## src/rtl/inst_mem_loader.sv

```systemverilog
// -----------------------------------------------------------------------------
// inst_mem_loader
//
// Program loader for the byte-addressed instruction memory. A length-prefixed
// byte stream (16-bit big-endian length, then the data bytes) arrives over a
// valid/ready handshake. Each data byte is written in arrival order, so stream
// byte N lands at byte address N and each 4-byte word is stored most
// significant byte first. The CPU is held while a load is in progress.
//
// Optional feature macro: LOADER_CSUM_EN
//   When defined, one trailing checksum byte (XOR of all data bytes) follows
//   the data and is checked before the load is reported done.
//
// Ports
//   clk         clock, all logic on the rising edge
//   rst         asynchronous active-low reset
//   start       begin a load when idle; ignored otherwise
//   rx_valid    stream byte valid
//   rx_data     stream byte
//   rx_ready    loader accepts a byte this cycle (decoded from state)
//   mem_we      registered byte write strobe to instruction memory
//   mem_addr    registered byte write address
//   mem_wdata   registered byte write data
//   busy        load in progress
//   cpu_hold    keep the CPU stalled; same as busy
//   done        one-cycle pulse on successful completion
//   error       sticky failure flag, cleared by the next accepted start
//   byte_count  data bytes written in the current/last load
// -----------------------------------------------------------------------------
//
// state    | meaning
// ---------+-------------------------------------------------------------
// S_IDLE   | waiting for start; rx_ready low
// S_HDR_HI | accepting length high byte
// S_HDR_LO | accepting length low byte, length is validated here
// S_DATA   | accepting data bytes, one memory write per byte
// S_CSUM   | accepting checksum byte (LOADER_CSUM_EN builds only)
// S_DONE   | one-cycle success pulse, then back to idle
// S_ERR    | one-cycle failure state, error is set, then back to idle

module inst_mem_loader #(
  parameter int ADDR_W    = 10,
  parameter int MAX_BYTES = 1024
) (
  input  logic              clk,
  input  logic              rst,
  input  logic              start,
  input  logic              rx_valid,
  input  logic [7:0]        rx_data,
  output logic              rx_ready,
  output logic              mem_we,
  output logic [ADDR_W-1:0] mem_addr,
  output logic [7:0]        mem_wdata,
  output logic              busy,
  output logic              cpu_hold,
  output logic              done,
  output logic              error,
  output logic [ADDR_W:0]   byte_count
);

  typedef enum logic [2:0] {
    S_IDLE   = 3'd0,
    S_HDR_HI = 3'd1,
    S_HDR_LO = 3'd2,
    S_DATA   = 3'd3,
    S_DONE   = 3'd4,
    S_ERR    = 3'd5
`ifdef LOADER_CSUM_EN
    , S_CSUM = 3'd6
`endif
  } state_t;

  state_t state, state_nxt;

  logic [7:0]      len_hi;
  logic [ADDR_W:0] len;
  logic [15:0]     hdr_len;
  logic            len_bad;
  logic [ADDR_W:0] byte_count_inc;
  logic            last_data;

  logic ld_start;
  logic ld_hi;
  logic ld_len;
  logic wr_data;
  logic set_err;

`ifdef LOADER_CSUM_EN
  logic [7:0] csum;
`endif

  // Full header length as seen while the low byte is on the bus.
  assign hdr_len        = {len_hi, rx_data};
  assign len_bad        = (hdr_len > 16'(MAX_BYTES)) || (hdr_len[1:0] != 2'b00);
  assign byte_count_inc = byte_count + 1'b1;
  // byte_count counts bytes already written, so the byte being accepted now
  // is the last one when one more write reaches the programmed length.
  assign last_data      = (byte_count_inc == len);

  assign busy     = (state != S_IDLE);
  assign cpu_hold = busy;
  assign done     = (state == S_DONE);

  always_ff @(posedge clk or negedge rst) begin
    if (!rst) begin
      state <= S_IDLE;
    end else begin
      state <= state_nxt;
    end
  end

  always_comb begin
    state_nxt = state;
    rx_ready  = 1'b0;
    ld_start  = 1'b0;
    ld_hi     = 1'b0;
    ld_len    = 1'b0;
    wr_data   = 1'b0;
    set_err   = 1'b0;

    case (state)
      S_IDLE: begin
        if (start) begin
          ld_start  = 1'b1;
          state_nxt = S_HDR_HI;
        end
      end

      S_HDR_HI: begin
        rx_ready = 1'b1;
        if (rx_valid) begin
          ld_hi     = 1'b1;
          state_nxt = S_HDR_LO;
        end
      end

      S_HDR_LO: begin
        rx_ready = 1'b1;
        if (rx_valid) begin
          if (hdr_len == 16'd0) begin
            // Empty program: nothing to write and no checksum byte follows.
            state_nxt = S_DONE;
          end else if (len_bad) begin
            set_err   = 1'b1;
            state_nxt = S_ERR;
          end else begin
            ld_len    = 1'b1;
            state_nxt = S_DATA;
          end
        end
      end

      S_DATA: begin
        rx_ready = 1'b1;
        if (rx_valid) begin
          wr_data = 1'b1;
          if (last_data) begin
`ifdef LOADER_CSUM_EN
            state_nxt = S_CSUM;
`else
            state_nxt = S_DONE;
`endif
          end
        end
      end

`ifdef LOADER_CSUM_EN
      S_CSUM: begin
        rx_ready = 1'b1;
        if (rx_valid) begin
          if (rx_data == csum) begin
            state_nxt = S_DONE;
          end else begin
            set_err   = 1'b1;
            state_nxt = S_ERR;
          end
        end
      end
`endif

      S_DONE:  state_nxt = S_IDLE;
      S_ERR:   state_nxt = S_IDLE;
      default: state_nxt = S_IDLE;
    endcase
  end

  // Datapath. The memory write port is registered, so each strobe appears the
  // cycle after its handshake and carries the pre-increment byte_count as the
  // address; byte_count itself advances on the same edge.
  always_ff @(posedge clk or negedge rst) begin
    if (!rst) begin
      mem_we     <= 1'b0;
      mem_addr   <= '0;
      mem_wdata  <= '0;
      error      <= 1'b0;
      byte_count <= '0;
      len_hi     <= '0;
      len        <= '0;
    end else begin
      mem_we <= wr_data;

      if (ld_start) begin
        error      <= 1'b0;
        byte_count <= '0;
        len_hi     <= '0;
        len        <= '0;
      end

      if (ld_hi) begin
        len_hi <= rx_data;
      end

      if (ld_len) begin
        // len_bad has already bounded the value, so the truncation is exact.
        len <= hdr_len[ADDR_W:0];
      end

      if (wr_data) begin
        mem_addr   <= byte_count[ADDR_W-1:0];
        mem_wdata  <= rx_data;
        byte_count <= byte_count_inc;
      end

      if (set_err) begin
        error <= 1'b1;
      end
    end
  end

`ifdef LOADER_CSUM_EN
  always_ff @(posedge clk or negedge rst) begin
    if (!rst) begin
      csum <= '0;
    end else if (ld_start) begin
      csum <= '0;
    end else if (wr_data) begin
      csum <= csum ^ rx_data;
    end
  end
`endif

endmodule

```

## config.mk

```make
export PLATFORM = sky130hd
export DESIGN_NAME = inst_mem_loader
export DESIGN_NICKNAME = d
export VERILOG_FILES = /design/src/rtl/inst_mem_loader.sv
export SDC_FILE = /design/constraint.sdc
export NUM_CORES = 1
export LEC_CHECK = 0
export BUFFER_PORTS_ARGS = -buffer_cell sky130_fd_sc_hd__clkbuf_2
export CAP_MARGIN = 20
export CORE_MARGIN = 5
export CORE_UTILIZATION = 56
export CTS_BUF_LIST = sky130_fd_sc_hd__clkbuf_16
export DETAILED_ROUTE_END_ITERATION = 16
export HOLD_SLACK_MARGIN = 0.03
export PLACE_DENSITY = 0.88
export SYNTH_ARGS = -nofsm -noshare
export SYNTH_HDL_FRONTEND = slang
export SYNTH_SLANG_ARGS = --single-unit
```

## constraint.sdc

```tcl
create_clock -name clk -period 2.9 [get_ports clk]
set_clock_uncertainty 0.15 [all_clocks]
set_input_delay 0.145 -clock clk [delete_from_list [all_inputs] [get_ports clk]]
set_output_delay 0.145 -clock clk [all_outputs]
set_load 0.02 [all_outputs]
```

Yosys cells after proc, flatten, opt, wreduce, memory -nomap -nowiden
Cells that the tools add are included.
{"block": "word_totals", "word_cells": 60, "register_bits": 53, "out_inout_bits": 35, "in_bits": 12}
{"block": "classes", "eq_ne": 10, "n_reduce_logical": 11, "n_addsub": 1, "muxes": 29, "magnitude_cmp": 1}
{"operator": "$mux W11", "n": 3}
{"operator": "$mux W3", "n": 7}
{"operator": "$gt A16 B11 Y1 const B", "n": 1}
{"operator": "$logic_not A16 Y1", "n": 1}
{"operator": "$mux W1", "n": 16}
{"operator": "$mux W8", "n": 2}
{"operator": "$pmux W3 S4", "n": 1}
{"operator": "$add A11 B1 Y11 const B", "n": 1}
{"operator": "$eq A11 B11 Y1", "n": 1}
{"operator": "$ne A2 B2 Y1 const B", "n": 5}
{"operator": "$reduce_bool A2 Y1", "n": 5}
{"operator": "$eq A3 B2 Y1 const B", "n": 2}
{"operator": "$reduce_and A5 Y1", "n": 1}
{"operator": "$eq A3 B1 Y1 const B", "n": 1}
{"operator": "$eq A3 B3 Y1 const B", "n": 1}
{"operator": "$logic_not A3 Y1", "n": 1}
{"operator": "$reduce_bool A3 Y1", "n": 1}
{"operator": "$reduce_or A3 Y1", "n": 1}
{"operator": "$logic_or A1 B1 Y1", "n": 1}

Logic depth before layout (Yosys ltp)
{"block": "depth", "word_depth": 7, "ltp_mapped": 9, "mapped_depth_nobuf": 7}

Least setup slack after synthesis
Ideal clock, no wire load.
{"block": "synth_path", "kind": "flip-flop to flip-flop", "start": "register byte_count[1]", "end": "register state[0]", "synth_period_minus_slack_ns": 2.307, "path_stages_with_launch": 10, "n_path_buf": 2, "required_ns": 2.629, "arrival_ns": 2.036, "setup_ns": 0.121, "setup_slack_ns": 0.593, "path_cell_list": "dfrtp_1 ha_1 buf_6 and4_4 buf_6 nand4_2 xnor2_1 nor4_2 a31o_1 o21ai_1"}
{"block": "synth_via", "elab_chain_len": 4}
{"element": "start, declared", "line": "58", "text": "output logic [ADDR_W:0] byte_count"}
{"element": "start signal, assigned", "line": "221", "text": "byte_count <= byte_count_inc;"}
{"element": "$add A11 B1 Y11", "line": "95", "text": "assign byte_count_inc = byte_count + 1'b1;"}
{"element": "$eq A11 B11 Y1", "line": "98", "text": "assign last_data = (byte_count_inc == len);"}
{"element": "$ne A2 B2 Y1 (no line)"}
{"element": "$reduce_and A5 Y1 (no line)"}
{"element": "end signal, assigned", "line": "108", "text": "state <= state_nxt;"}
{"element": "end, declared", "line": "73", "text": "state_t state, state_nxt;"}
No other way between the ends.
A chain may end at the register's enable or synchronous reset.

Worst setup path after layout
{"block": "layout_path", "start": "register byte_count[0]", "end": "register state[0]"}
Same word-level chain as after synthesis.

==> run_results.csv <==
group,metric,value,unit
logic_synthesis,synth_edf_count,0,
global_route,grt_overflow,0,
place,dp.cells,398,
logic_synthesis,async_flop_share,100,%
clocking,clkLatencyLatePin,0.29,ns
logic_synthesis,syn_nets,317,
detailed_routing,wl,6.21,mm
worst_hold_path,min_path_cells,4,
global_route,grt_use_total,20.5,%
layout,num-fill-cells,405,
place,dp_hpwl,4.33,mm
run_status,status,"complete, no violations",
die,placementRows,25,
logic_synthesis,ys_dominant_reg_cell,"dfrtp_1",
pwr,power.internal,1.54,mW
pwr,pwr-share-comb,34.8,%
layout,drive_above_1_share,19.5,%
timing,drv_slew,0,
global_route,grt_pass1_wl,10.3,mm
die,core_area,0.00475,mm2
logic_synthesis,synthTopCellsByArea,"dfrtp_1 (48%), nand2_1 (9.6%), o21ai_0 (4.4%)",
detailed_routing,drc,0,
detailed_routing,firstDrtPassIters,4,
detailed_routing,wl_per_cell,15.0,um
logic_synthesis,synth-seq-area-share,48.3,%
layout,num_antenna_cells,0,
die,ios,47,
timing,setup_viol,0,
global_route,antenna_found_initial,0,
global_route,grt_max_degree,38,
pwr,power_density,804,mW/mm2
worst_hold_path,hold_class,"in2reg",
timing,fmax,400,MHz
layout,multiInputGateArea,0.00121,mm2
pwr,vdd_ir_drop_max,0.473,mV
layout,seq_area,0.00133,mm2
clocking,htreeDepth,2,
pwr,clkPwrFrac,22.2,%
die,dieWidth,80.0,um
global_route,grt_pass1_vias,2200,
pwr,p_switching,0.999,mW
layout,area_delta_synth_final,15.2,%
die,die_area,0.00640,mm2
place,portBuffers,46,
layout,final_cells,415,
detailed_routing,drt-initial-drc-count,275,
timing,period_needed,2.50,ns
clocking,post_cts_buffers,0,
logic_synthesis,synthCells,304,
detailed_routing,via_per_inst,5.50,
detailed_routing,ant_nets,0,
setup_path,cp-start-kind,"flip-flop",
logic_synthesis,ys_warn_count,0,
logic_synthesis,yosysMostFrequentCell,"nand2_1",
logic_synthesis,netlist.area_leader.share,48.3,%
timing,setup_tns,0,ns
setup_path,cp.arrival,2.52,ns
clocking,path_clk_slew,0.07,ns
logic_synthesis,yosys_register_bits,53,
logic_synthesis,synth_commonest_cells,"nand2_1 (70), dfrtp_1 (53), o21ai_0 (24), nand3_1 (18), o21ai_1 (15)",
timing,min_period_over_period,86.2,%
logic_synthesis,synth_cell_types,52,
timing,maxSlewHeadroom,46.0,%
timing,grt_setup_unrepaired,"false",
clocking,cts_resized,0,
setup_path,crit_start,"byte_count[0]",
place,routabilityCongestion,0.950,
die,start_util,57.7,%
setup_path,crit_path_end_kind,"flip-flop",
setup_path,r2r_start,"byte_count[0]",
timing,tightestPinTransition,0.810,ns
clocking,cts_tree,"yes",
clocking,root_buffer,"clkbuf_16",
pwr,swShare,39.3,%
pwr,power.leakage,1.57,nW
clocking,clock-sinks,53,
setup_path,cp.required,2.92,ns
logic_synthesis,syn-cell-area,0.00275,mm2
timing,hold_viol_final,0,
logic_synthesis,yosysTopAreaCell,"dfrtp_1",
layout,nets,360,
run,max_cap_viol_count,0,
setup_path,critPathMaxFanout,11,
setup_path,worstSetupPathType,"reg2reg",
clocking,cts_buffers,5,
pwr,seqPwrFrac,42.9,%
setup_path,ff2ff_path_depth,7,
detailed_routing,vias,2281,
logic_synthesis,syn_area_per_cell,9.03,um2
clocking,holdBufCountCts,9,
die,fp.dieH,80.0,um
clocking,clockBufferDepth,2,
worst_hold_path,hp-start,"rx_valid",
[cell type report]
cell class,instances,area share (%)
sequential,53,41.9
clock inverter,3,0.475
tap,67,2.65
clock buffer,5,3.96
timing repair buffer,59,11.1
multi-input combinational,215,38.4
inverter,13,1.54
[final timing paths]
kind	endpoint	slack (ns)
max in group asynchronous	len[7]	1.60
max reg2reg	state[0]	0.40
min reg2reg	mem_addr[5]	0.32
min in group asynchronous	mem_addr[1]	0.18
max	state[0]	0.40
min	state[1]	0.07
[metrics by stage]
step	power, mW	setup WS, ns	hold WS (ns)	area [um2]	utilization [%]
floorplan	1.73	0.593	-0.301	2750	-
global placement	1.94	0.563	-0.0600	2930	61.7
detailed placement	1.98	0.442	-0.0496	2930	61.7
CTS	2.55	0.401	0.0736	3160	66.5
global route	2.72	0.221	0.0988	3160	66.5
finish	2.54	0.400	0.0742	3160	66.5
[power by group through the flow]
stage | sequential [mW] | combinational (mW) | clock [mW]
floorplan | 1.14 | 0.591 | 0
global placement | 1.08 | 0.856 | 0
detailed placement | 1.10 | 0.879 | 0
CTS | 1.09 | 0.890 | 0.574
global route | 1.12 | 0.994 | 0.604
finish | 1.09 | 0.885 | 0.565
[metal layers]
| layer | up-vias | track usage, % | part of all wire, % |
|---|---|---|---|
| li1 | 1118 | - | - |
| met1 | 1073 | 27.3 | 43 |
| met2 | 83 | 33.6 | 49 |
| met3 | 7 | 4.18 | 6.8 |
| met4 | 0 | 6.25 | 1.1 |
| met5 | - | 0 | 0 |
[flip-flops by register name (all words and copies together), names as in the netlist]
signal and cells:
error 1, mem_wdata 8, mem_we 1, byte_count 11, mem_addr 10, len_hi 8
state 3, len 11
[layout by cell type, fill, tap and decap left out, types with 2 or more instances in the layout]
| master | Yosys | final |
|---|---|---|
| a21oi_1 | 5 | 5 |
| a31oi_1 | 3 | 3 |
| o21ai_0 | 24 | 24 |
| o21ai_1 | 15 | 15 |
| nand2_1 | 70 | 70 |
| clkbuf_16 | 0 | 5 |
| xor2_1 | 6 | 6 |
| nor3_1 | 4 | 4 |
| xnor2_1 | 10 | 10 |
| buf_4 | 6 | 4 |
| and3_4 | 2 | 2 |
| nor2_1 | 11 | 11 |
| o31ai_1 | 5 | 5 |
| dlygate4sd3_1 | 0 | 9 |
| dfrtp_1 | 53 | 53 |
| a311oi_1 | 2 | 2 |
| a21o_1 | 2 | 2 |
| and3_1 | 3 | 3 |
| nor4_1 | 2 | 2 |
| clkbuf_2 | 0 | 46 |
| nand3_1 | 18 | 18 |
| inv_1 | 12 | 14 |
| and2_1 | 4 | 4 |
| nand3b_1 | 2 | 2 |
| nand4_1 | 2 | 2 |
[cells by family after synthesis]
kind of cell	share of synthesized area (%)
adder cells (fa/ha/maj)	0.456
AO/OA/AOI/OAI	13.4
AND/OR/NAND/NOR	24.6
flip-flops	48.3
buffers and inverters	7.47
XOR/XNOR	5.70
[critical path, stage by stage, from the launching register on]
cell and delay, ns:
dfrtp_1 0.59, ha_1 0.43, and4_4 0.32, nand4_2 0.13, xnor2_1 0.18, nor4_2 0.30
a31o_1 0.21, o21ai_1 0.06
Power figures use the tool's default switching activity.
